## src/rtl/pipe_ctrl_pkg.sv

```systemverilog
// Shared definitions for the pipeline hazard controller: FSM encoding, default
// timing parameters and the control-output patterns for each pipeline action.
package pipe_ctrl_pkg;

  localparam int REG_W           = 5;
  localparam int DEF_INIT_CYCLES = 4;
  localparam int DEF_TIMEOUT     = 16;

  typedef enum logic [1:0] {
    ST_INIT   = 2'd0,
    ST_RUN    = 2'd1,
    ST_FREEZE = 2'd2
  } state_t;

  // A flush loads a bubble (all control fields zero) into the named register.
  typedef struct packed {
    logic pc_wr;
    logic if_id_wr;
    logic id_ex_wr;
    logic ex_mem_wr;
    logic mem_wb_wr;
    logic if_id_flush;
    logic id_ex_flush;
  } ctrl_t;

  localparam ctrl_t CTRL_INIT = '{pc_wr: 1'b0, if_id_wr: 1'b1, id_ex_wr: 1'b1,
                                  ex_mem_wr: 1'b1, mem_wb_wr: 1'b1,
                                  if_id_flush: 1'b1, id_ex_flush: 1'b1};

  localparam ctrl_t CTRL_FREEZE = '{pc_wr: 1'b0, if_id_wr: 1'b0, id_ex_wr: 1'b0,
                                    ex_mem_wr: 1'b0, mem_wb_wr: 1'b0,
                                    if_id_flush: 1'b0, id_ex_flush: 1'b0};

  localparam ctrl_t CTRL_FLUSH = '{pc_wr: 1'b1, if_id_wr: 1'b1, id_ex_wr: 1'b1,
                                   ex_mem_wr: 1'b1, mem_wb_wr: 1'b1,
                                   if_id_flush: 1'b1, id_ex_flush: 1'b1};

  // Hold PC and IF/ID for one cycle while a bubble enters ID/EX.
  localparam ctrl_t CTRL_STALL = '{pc_wr: 1'b0, if_id_wr: 1'b0, id_ex_wr: 1'b1,
                                   ex_mem_wr: 1'b1, mem_wb_wr: 1'b1,
                                   if_id_flush: 1'b0, id_ex_flush: 1'b1};

  localparam ctrl_t CTRL_NORMAL = '{pc_wr: 1'b1, if_id_wr: 1'b1, id_ex_wr: 1'b1,
                                    ex_mem_wr: 1'b1, mem_wb_wr: 1'b1,
                                    if_id_flush: 1'b0, id_ex_flush: 1'b0};

endpackage

```

## src/rtl/pipe_loaduse_det.sv

```systemverilog
// Load-use hazard detector: the ID instruction reads the register a load in
// EXE is about to write. Register 0 is hard-wired and never a hazard.
module pipe_loaduse_det
  import pipe_ctrl_pkg::*;
(
  input  logic [REG_W-1:0] id_rs,
  input  logic [REG_W-1:0] id_rt,
  input  logic             id_uses_rs,
  input  logic             id_uses_rt,
  input  logic             exe_read_mem,
  input  logic [REG_W-1:0] exe_rt,
  output logic             load_use
);

  assign load_use = exe_read_mem && (exe_rt != '0) &&
                    ((id_uses_rs && (id_rs == exe_rt)) ||
                     (id_uses_rt && (id_rt == exe_rt)));

endmodule

```

## src/rtl/pipe_hazard_ctrl.sv

```systemverilog
// Pipeline hazard controller: Mealy control outputs for init, memory freeze,
// branch flush and load-use stall, plus performance and timeout monitoring.
module pipe_hazard_ctrl
  import pipe_ctrl_pkg::*;
#(
  parameter int INIT_CYCLES = DEF_INIT_CYCLES,
  parameter int TIMEOUT     = DEF_TIMEOUT
) (
  input  logic             clk,
  input  logic             rst_n,
  input  logic [REG_W-1:0] id_rs,
  input  logic [REG_W-1:0] id_rt,
  input  logic             id_uses_rs,
  input  logic             id_uses_rt,
  input  logic             exe_read_mem,
  input  logic [REG_W-1:0] exe_rt,
  input  logic             exe_branch_taken,
  input  logic             dm_busy,
  output logic             pc_wr,
  output logic             if_id_wr,
  output logic             id_ex_wr,
  output logic             ex_mem_wr,
  output logic             mem_wb_wr,
  output logic             if_id_flush,
  output logic             id_ex_flush,
  output logic [1:0]       state,
  output logic [31:0]      stall_cnt,
  output logic [31:0]      flush_cnt,
  output logic             err_timeout
);

  localparam int INIT_W = $clog2(INIT_CYCLES + 1);
  localparam int BUSY_W = $clog2(TIMEOUT + 1);

  state_t            state_q;
  logic [INIT_W-1:0] init_cnt;
  logic [BUSY_W-1:0] busy_cnt;
  logic              load_use;
  logic              run_mode;
  ctrl_t             ctrl;

  pipe_loaduse_det u_loaduse (
    .id_rs        (id_rs),
    .id_rt        (id_rt),
    .id_uses_rs   (id_uses_rs),
    .id_uses_rt   (id_uses_rt),
    .exe_read_mem (exe_read_mem),
    .exe_rt       (exe_rt),
    .load_use     (load_use)
  );

  assign run_mode = (state_q != ST_INIT);

  // Controls depend only on state and live inputs; counters never feed them.
  always_comb begin
    // NOTE: assigning a default before any branch keeps this block latch-free.
    ctrl = CTRL_NORMAL;
    if (!run_mode)             ctrl = CTRL_INIT;
    else if (dm_busy)          ctrl = CTRL_FREEZE;
    else if (exe_branch_taken) ctrl = CTRL_FLUSH;
    else if (load_use)         ctrl = CTRL_STALL;
  end

  assign pc_wr       = ctrl.pc_wr;
  assign if_id_wr    = ctrl.if_id_wr;
  assign id_ex_wr    = ctrl.id_ex_wr;
  assign ex_mem_wr   = ctrl.ex_mem_wr;
  assign mem_wb_wr   = ctrl.mem_wb_wr;
  assign if_id_flush = ctrl.if_id_flush;
  assign id_ex_flush = ctrl.id_ex_flush;
  assign state       = state_q;

  // FSM: INIT runs a fixed number of clocks regardless of dm_busy.
  always_ff @(posedge clk or negedge rst_n) begin
    // NOTE: sequential state uses non-blocking assignments so every register
    // samples the pre-edge values, independent of statement order.
    if (!rst_n) begin
      state_q  <= ST_INIT;
      init_cnt <= '0;
    end else begin
      unique case (state_q)
        ST_INIT: begin
          if (init_cnt == INIT_W'(INIT_CYCLES - 1)) state_q <= ST_RUN;
          else                                      init_cnt <= init_cnt + INIT_W'(1);
        end
        ST_RUN:    if (dm_busy)  state_q <= ST_FREEZE;
        ST_FREEZE: if (!dm_busy) state_q <= ST_RUN;
        default:   state_q <= ST_INIT;
      endcase
    end
  end

  // Busy run length saturates at TIMEOUT; the sticky flag sees it one edge later.
  always_ff @(posedge clk or negedge rst_n) begin
    if (!rst_n) begin
      busy_cnt    <= '0;
      err_timeout <= 1'b0;
    end else begin
      if (run_mode && dm_busy) begin
        if (busy_cnt != BUSY_W'(TIMEOUT)) busy_cnt <= busy_cnt + BUSY_W'(1);
      end else begin
        busy_cnt <= '0;
      end
      if (busy_cnt == BUSY_W'(TIMEOUT)) err_timeout <= 1'b1;
    end
  end

  always_ff @(posedge clk or negedge rst_n) begin
    if (!rst_n) begin
      stall_cnt <= '0;
      flush_cnt <= '0;
    end else begin
      if (run_mode && !ctrl.pc_wr && (stall_cnt != '1))
        stall_cnt <= stall_cnt + 32'd1;
      if (run_mode && !dm_busy && exe_branch_taken && (flush_cnt != '1))
        flush_cnt <= flush_cnt + 32'd1;
    end
  end

endmodule
```

## config.mk

```make
export PLATFORM = sky130hd
export DESIGN_NAME = pipe_hazard_ctrl
export DESIGN_NICKNAME = d
export VERILOG_FILES = /design/src/rtl/pipe_ctrl_pkg.sv /design/src/rtl/pipe_loaduse_det.sv /design/src/rtl/pipe_hazard_ctrl.sv
export SDC_FILE = /design/constraint.sdc
export NUM_CORES = 1
export LEC_CHECK = 0
export BUFFER_PORTS_ARGS = -buffer_cell sky130_fd_sc_hd__buf_2
export CAP_MARGIN = 20
export CORE_AREA = 3 3 87 89
export CTS_CLUSTER_DIAMETER = 100
export CTS_CLUSTER_SIZE = 8
export DETAILED_ROUTE_END_ITERATION = 10
export DIE_AREA = 0 0 90 92
export PLACE_DENSITY = 0.85
export SLEW_MARGIN = 5
export SYNTH_ARGS = -nofsm -noshare
export SYNTH_HDL_FRONTEND = slang
export SYNTH_SLANG_ARGS = --single-unit
export TNS_END_PERCENT = 100
```

## constraint.sdc

```tcl
create_clock -name clk -period 4 [get_ports clk]
set_input_delay 0.2 -clock clk [delete_from_list [all_inputs] [get_ports clk]]
set_output_delay 0.2 -clock clk [all_outputs]
set_load 0.01 [all_outputs]
```

==> results of run 1 <==
[worst max-delay path: cells and delay by family (launching register included)]
kind	cells	cell delay [ns]
AO/OA/AOI/OAI	2	1.27
flip-flops	1	0.46
buffers and inverters	1	0.25
[power groups by stage]
stage / combinational, mW / clock, mW / sequential [mW]
after floorplan: 0.272 / 0 / 0.944
after global placement: 0.416 / 0 / 0.933
after detailed placement: 0.433 / 0 / 0.939
after CTS: 0.435 / 0.585 / 0.925
after global routing: 0.478 / 0.620 / 0.942
final: 0.427 / 0.579 / 0.925
[flip-flops by register name, summed over array words and instances, names as in the netlist]
register / count
flush_cnt: 32
stall_cnt: 32
busy_cnt: 5
init_cnt: 3
state: 2
err_timeout: 1
[area by class of cell]
cell class	instances	area, sq um	share of cell area [%]
Timing Repair Buffer	96	483	10.7
Clock inverter	5	52.6	1.16
Inverter	8	30.0	0.664
Tap cell	96	120	2.65
Clock buffer	11	141	3.12
Multi-Input combinational cell	265	1820	40.3
Sequential cell	75	1880	41.5
[worst paths after layout]
path,start,endpoint,slack (ns)
setup / recovery,state[0]$_DFFE_PN0P_,if_id_wr,1.48
hold / removal,rst_n,flush_cnt[14]$_DFFE_PN0P_,-0.02
setup reg to reg,stall_cnt[17]$_DFFE_PN0P_,stall_cnt[1]$_DFFE_PN0P_,1.68
hold reg to reg,err_timeout$_DFFE_PN0N_,err_timeout$_DFFE_PN0N_,0.48
max in group asynchronous,rst_n,state[0]$_DFFE_PN0P_,3.05
min in group clk,dm_busy,state[0]$_DFFE_PN0P_,0.11
[metrics by stage]
step / hold WS [ns] / utilization [%] / total power, mW / worst slack [ns]
after CTS: 0.00926 / 66.2 / 1.94 / 1.47
after global placement: 0.373 / 63.4 / 1.35 / 1.71
after detailed placement: 0.376 / 63.4 / 1.37 / 1.65
final: -0.0159 / 66.2 / 1.93 / 1.48
after floorplan: -0.0956 / - / 1.22 / 1.93
after global routing: 0.0602 / 66.2 / 2.04 / 1.25
[cells in the mapped netlist, types with 3 or more instances]
cell and count:
nor4_1 5, nand2b_1 4, buf_4 3, nand3_1 27, and4_1 8, mux2_2 4
xnor2_1 37, and3_1 14, or2_2 3, nand2_1 25, xor2_1 39, ha_1 6
and2_1 3, mux2i_1 3, nor3_1 16, inv_1 8, dfrtp_1 75, nand4_1 17
nor2_1 29, nor4b_1 3
[per-layer routing]
| layer | track usage [%] | part of all wire [%] | up-vias |
|---|---|---|---|
| li1 | - | - | 1430 |
| met1 | 26.3 | 42 | 1458 |
| met3 | 4.59 | 5.9 | 12 |
| met4 | 7.53 | 1.4 | 0 |
| met5 | 0 | 0 | - |
| met2 | 36.0 | 51 | 80 |
[cells by family (layout without fill, tap and decap cells)]
kind of cell | after synthesis | after routing
AO/OA/AOI/OAI | 13 | 13
XOR/XNOR | 76 | 76
adder cells (fa/ha/maj) | 6 | 6
buffers and inverters | 16 | 120
flip-flops | 75 | 75
multiplexers | 7 | 7
AND/OR/NAND/NOR | 163 | 163
==> impl_summary.md, run 1 <==
Outcome
The flow ran to the end, but the final reports show violations. The checks that failed: negative hold slack.

STA
Subtracting the final worst setup slack from the clock period gives 2.52 ns. For the pin with the worst max-slew slack, the measured transition is 0.893 ns. The number of endpoints failing setup at the final stage is 0. The number of slew-limit violations in the final report is 0. The worst-case clock skew is just over 0.01 ns. Setup repair after global routing left no endpoint under its margin.

The worst slew slack as a fraction of its limit is between 40% and 50%. Of the available clock period, the critical path in the final layout requires 63.1%. The setup TNS after final layout is 0 ns. Across all hold checks on the routed design, the worst slack comes to -0.0159 ns. The number of hold violations in the final report is 40. The maximum operating frequency is 0.396 GHz.

Floorplan
The I/O pin count is between 90 and 100. For this configuration, the core starts out at a cell density of 55.3%. The die is 90 um wide. The die is 92 um tall. The full die area is a little over 8000 sq um. The floorplan step defined a core boundary enclosing 6830 sq um. The row count is 30.

Worst setup path
The nature of the critical path startpoint is a flop. For this design, the slowest cell found on the critical path is a21boi_2. The worst setup path is captured at an output pin.

In this run the worst path has a maximum fanout of 16. For the worst flop-to-flop path, the logic depth is 5. The delay of the slowest cell on the worst path is 0.65 ns. The data arrival time of the critical path is 2.32 ns. Data on the critical path is required at its endpoint by 3.80 ns.

The critical path is of the flop to output pin type. The critical path goes through o21ai_1, a21boi_2, buf_2.

Pwr
The cell area power density is 426 nW/um^2. In this run, the combinational gates consume 22.1% of the power. The reported leakage power is 2.35 nW. Across the VDD grid, the largest voltage drop is between 0.0003 and 0.0004 V.

The clock group share of total power is 30.0%. The portion of total power attributed to sequential cells is 47.9%. Cell internal power was estimated by the tool at 1.33 mW. The fraction of power spent switching nets is 31.3%. The switching power summed over all nets is just over 600 uW.

Synth
The share of the synthesized netlist area taken by xor and xnor gates is 17.6%. Summed over its instances, the top area cell type makes up 49.7% of the synthesized netlist area. The synthesized netlist devotes 2.71% of its cell area to compound gates. The Yosys step of the flow raised 0 warnings.

The adder and majority cell fraction of the synthesized area is slightly below 2%. The dominant combinational cell family by area after synthesis is simple AND/OR/NAND/NOR gates. The synthesized cell area is around 3800 sq um. The gate count after technology mapping is approximately 360.

Ranked by total cell area, the synthesized netlist is headed by dfrtp_1, xor2_1, xnor2_1. The number of register bits inferred by synthesis is 75. A synthesized cell averages 10.6 sq um. The portion of the post-synthesis area used by sequential elements is 49.7%. The share of synthesized flip-flops with an asynchronous set or reset is 100%. The mux cell area share after synthesis is 1.99%. The net count after synthesis is 384. The biggest area contributor in the post-synthesis netlist is dfrtp_1. The number of distinct library cells after synthesis is 40. The flip-flop cell with the highest count after synthesis is dfrtp_1. The number of synthesized flops with an enable pin is 0. The synthesized netlist devotes between 20% and 30% of its cell area to simple gates.

Min path
The type of the most critical hold path is primary input to asynchronous set/reset pin.

Cells and area
The post-route netlist has between 20% and 30% of its cells at a drive strength greater than 1. The number of non-filler instances in the completed layout is 556. The layout overhead on the synthesized area is 19.7%.

The area of all placed cells without fillers is 4530 sq um. The top cell types in the final layout, fill and taps aside, are buf_2, dfrtp_1, xor2_1. The diode insertion count for antenna repair is 0. The final layout contains approximately 480 nets. Counting the fill cells in the layout gives 559. The most common library cell in the layout ignoring fill and taps is buf_2.

CTS
The number of H-tree branching levels is 3. The maximum clock insertion buffer count is 2. The number of clock sinks is 75.

The latest clock arrival within the worst-skew pair is 0.34 ns. The number of setup buffers added after CTS is 0. TritonCTS built the clock tree. The number of hold buffers added after cts is 0. Clock tree synthesis selected as its root buffer the cell clkbuf_8. The clock-pin transition on the worst setup and hold timing paths is ~0.08 ns. Post-CTS repair changed the size of 0 cells.

The number of clock buffers added by TritonCTS is 9.

Drt
The detail route stage leaves a number of antenna-violating nets equal to 0. For this block, the via count after detailed routing is 2,980. The final layout contains routed wiring with a total length of 8360 um. The number of violations reported at the end of detailed-routing iteration 0 is 113.

The average wire per standard cell is 15.0 um. The length of the first detailed-routing pass in iterations is 4. The via density per instance is between 5 and 6.

The number of remaining DRC errors is 0.

Place
The area after detailed placement is 4330 sq um. Buffers placed on the I/O ports in this run total 95. The detailed-placement wirelength estimate is 6140 um. The routability-driven placement congestion ratio is a little over 0.8. In this run, placement finished with an instance count of 540.

Global route
The first-pass GRT wire length is 14,300 um. The number of global-route vias before repair is 3,048. The initial antenna violation count was 0.

Summed over all layers, the global routing overflow is 0. Global routing used 21.0% of the available tracks across all layers. The pin count of the biggest net entering global routing is 42.

Run
The max-capacitance violation count is 0.
(Power assumes the default switching activity.)
==> inputs of run 2 (changes only) <==
- CORE_AREA: 3 3 87 89 -> 3 3 89 91
- DIE_AREA: 0 0 90 92 -> 0 0 92 94
- PLACE_DENSITY: 0.85 -> 0.82
- clock period: 4 -> 2.4 ns (I/O delays scaled with it)
==> impl_summary.md, run 2 (synthesis results as in run 1) <==
Global route
The number of global-route vias before repair is between 3,000 and 4,000. The combined global-route utilization of all metal layers is 19.5%. The sum of overflow across all layers after global routing is 0. Entering global routing, the biggest net connects 76 pins. The first-pass GRT wire length is 13,700 um. The initial antenna violation count is 0.

CTS
The clock reaches the later pin of the worst-skew pair after 0.34 ns. The post-cts resize count is 0. Clock-pin slew was measured on the worst setup and hold paths at 0.08 ns. CTS placed an instance of clkbuf_8 at the clock tree root.

The number of clock buffers added by TritonCTS is 9. The H-tree was split into 3 levels. The clock passes through at most 2 buffers. TritonCTS built the clock tree.

The number of clock sinks is 75.

Cells and area
The layout overhead on the synthesized area is 22.6%. The number of fill cells in the layout is between 600 and 700. The largest registers in the layout are flush_cnt: 32 flops, stall_cnt: 32 flops, busy_cnt: 5 flops. The library cell used most frequently in the layout, excluding fill and tap cells, is buf_2. The net count of the finished layout is 492. In the layout the commonest cells are buf_2, dfrtp_1, xor2_1. The repair_antennas step left the layout with diodes totalling 0. The post-route netlist has between 20% and 30% of its cells at a drive strength greater than 1.

Worst setup path
The type of destination of the critical path is a flop. The setup path with the least slack is of type flop to flop. The worst setup path is launched from a flop. The critical path data required time is 2.66 ns. The signal on the critical path passes through ha_1, and3_1, and3_1, a311oi_2, a21oi_4, nor4_1, xor2_1. The delay of the slowest cell on the worst path is 0.43 ns. Data arrives at the worst endpoint at 2.46 ns.

The most numerous cell type found on the critical path is and3_1. On the critical path, the stage with the largest delay is an instance of dfrtp_1. The maximum fanout along the worst path is 17.

Floorplan
Once the floorplan was initialized, standard cells occupied 52.4% of the core. From left edge to right edge, the die measures 92 um. The floorplan core area is 7210 sq um. The die is 94 um tall. After floorplanning, the core was divided into 31 placement rows. The I/O pin count is 96.

The full die area is 8650 sq um.

Outcome
The flow ran to the end, and the final reports show no timing, DRC or antenna violations.

Min path
The worst hold path belongs to the class primary input to flop.

Drt
The final wirelength is roughly 8100 um. After detailed routing, the number of vias per cell comes to around 5.3. The number of remaining DRC errors is 0.

The first routing iteration left 125 violations. The remaining antenna violation count is 0. The length of the first detailed-routing pass in iterations is 4. After detailed routing, the average wire length per cell comes to 14.2 um.

The total vias in the final route is roughly 3,000.

STA
The worst-case clock skew is 0.00727 ns. The smallest setup slack after layout is 0.198 ns. The setup TNS after final layout is 0 ns. The number of slew-limit violations in the final report is 0.

The worst slew slack as a fraction of its limit is 47.9%. Based on the critical path, the design can be clocked at up to 0.454 GHz. Setup repair after global routing left no endpoint under its margin.

At the pin with the least slew margin, the transition time is just under 0.8 ns. In the finished design, the share of the clock period the worst path needs comes to 91.7%. The number of endpoints failing setup at the final stage is 0.

The worst hold slack across all endpoints is 0.0404 ns. The worst path in the final design needs a cycle of 2.20 ns, including I/O delays and setup. The number of hold violations in the final report is 0.

Place
During placement, the flow inserted port buffers numbering 95. The detailed-placement wirelength estimate is 5960 um. At the placement stage, the worst setup path has a slack of 0.167 ns. At the end of routability-driven placement, the weighted congestion stood at 0.936.

Pwr
The fraction of power spent switching nets is ~31%. The share of power burned in combinational logic is 22.5%. Dividing total power by cell area gives a power density of 724 nW/um^2.

Summed over all cells, the static leakage comes to 2.39 nW. The switching power summed over all nets is approximately 1.0 mW. The design draws 3.35 mW. Internal power comes to 2.33 mW. IR analysis of the VDD net gives a maximum drop of a little under 0.0006 V. The clock network accounts for 31.7% of the total power.

The portion of total power attributed to sequential cells is between 40% and 50%.

Run
Max-cap violations in this run came to 0.
-- run 2: power by group through the flow --
stage                     Clock, mW  Combinational [mW]  Sequential [mW]
final                          1.06               0.754             1.54
after global routing           1.14               0.851             1.56
after CTS                      1.08               0.762             1.54
after detailed placement          0               0.755             1.56
after global placement            0               0.730             1.55
after floorplan                   0               0.454             1.57
-- run 2: worst paths after layout --
kind	startpoint	to	slack, ns	cells after the start
max	stall_cnt[0]$_DFFE_PN0P_	stall_cnt[16]$_DFFE_PN0P_	0.20	7
min reg2reg	err_timeout$_DFFE_PN0N_	err_timeout$_DFFE_PN0N_	0.47	1
min in group asynchronous	rst_n	flush_cnt[25]$_DFFE_PN0P_	0.34	3
max in group asynchronous	rst_n	stall_cnt[31]$_DFFE_PN0P_	1.76	3
min	dm_busy	state[0]$_DFFE_PN0P_	0.04	2
max reg2reg	stall_cnt[0]$_DFFE_PN0P_	stall_cnt[16]$_DFFE_PN0P_	0.20	7
-- run 2: final cells by class --
cell class | count | area (sq um) | area share, %
Timing Repair Buffer | 105 | 566 | 12.2
Sequential cell | 75 | 1880 | 40.5
Multi-Input combinational cell | 265 | 1820 | 39.3
Tap cell | 99 | 124 | 2.67
Clock inverter | 6 | 88.8 | 1.92
Inverter | 8 | 30.0 | 0.648
Clock buffer | 10 | 128 | 2.75
-- run 2: repair_timing --
item	in CTS	in global routing
hold buffers	1	0
setup buffers	0	1
endpoints found under the hold margin	75	0
setup endpoints to repair	0	1
-- run 2: metal layers --
layer / track usage (%) / share of wire, % / vias up / routed length, um
met5: 0 / 0 / - / 0
met4: 6.31 / 1.5 / 0 / 119
met3: 5.21 / 7.3 / 13 / 588
met2: 33.2 / 48 / 118 / 3900
met1: 24.3 / 43 / 1413 / 3480
li1: - / - / 1459 / -
-- run 2: critical path: cells and delay by family, from the launching register on --
kind                     cells  cell delay (ns)
adder cells (fa/ha/maj)      1             0.24
flip-flops                   1             0.43
XOR/XNOR                     1             0.20
AO/OA/AOI/OAI                2             0.47
AND/OR/NAND/NOR              3             0.77
-- run 2: through the flow --
step | utilization, % | cell area [sq um] | cells
after global placement | 61.0 | 4400 | 550
after detailed placement | 61.0 | 4400 | 550
final | 64.2 | 4630 | 568
after global routing | 64.2 | 4630 | 568
after floorplan | - | 3780 | 356
after CTS | 64.1 | 4630 | 567
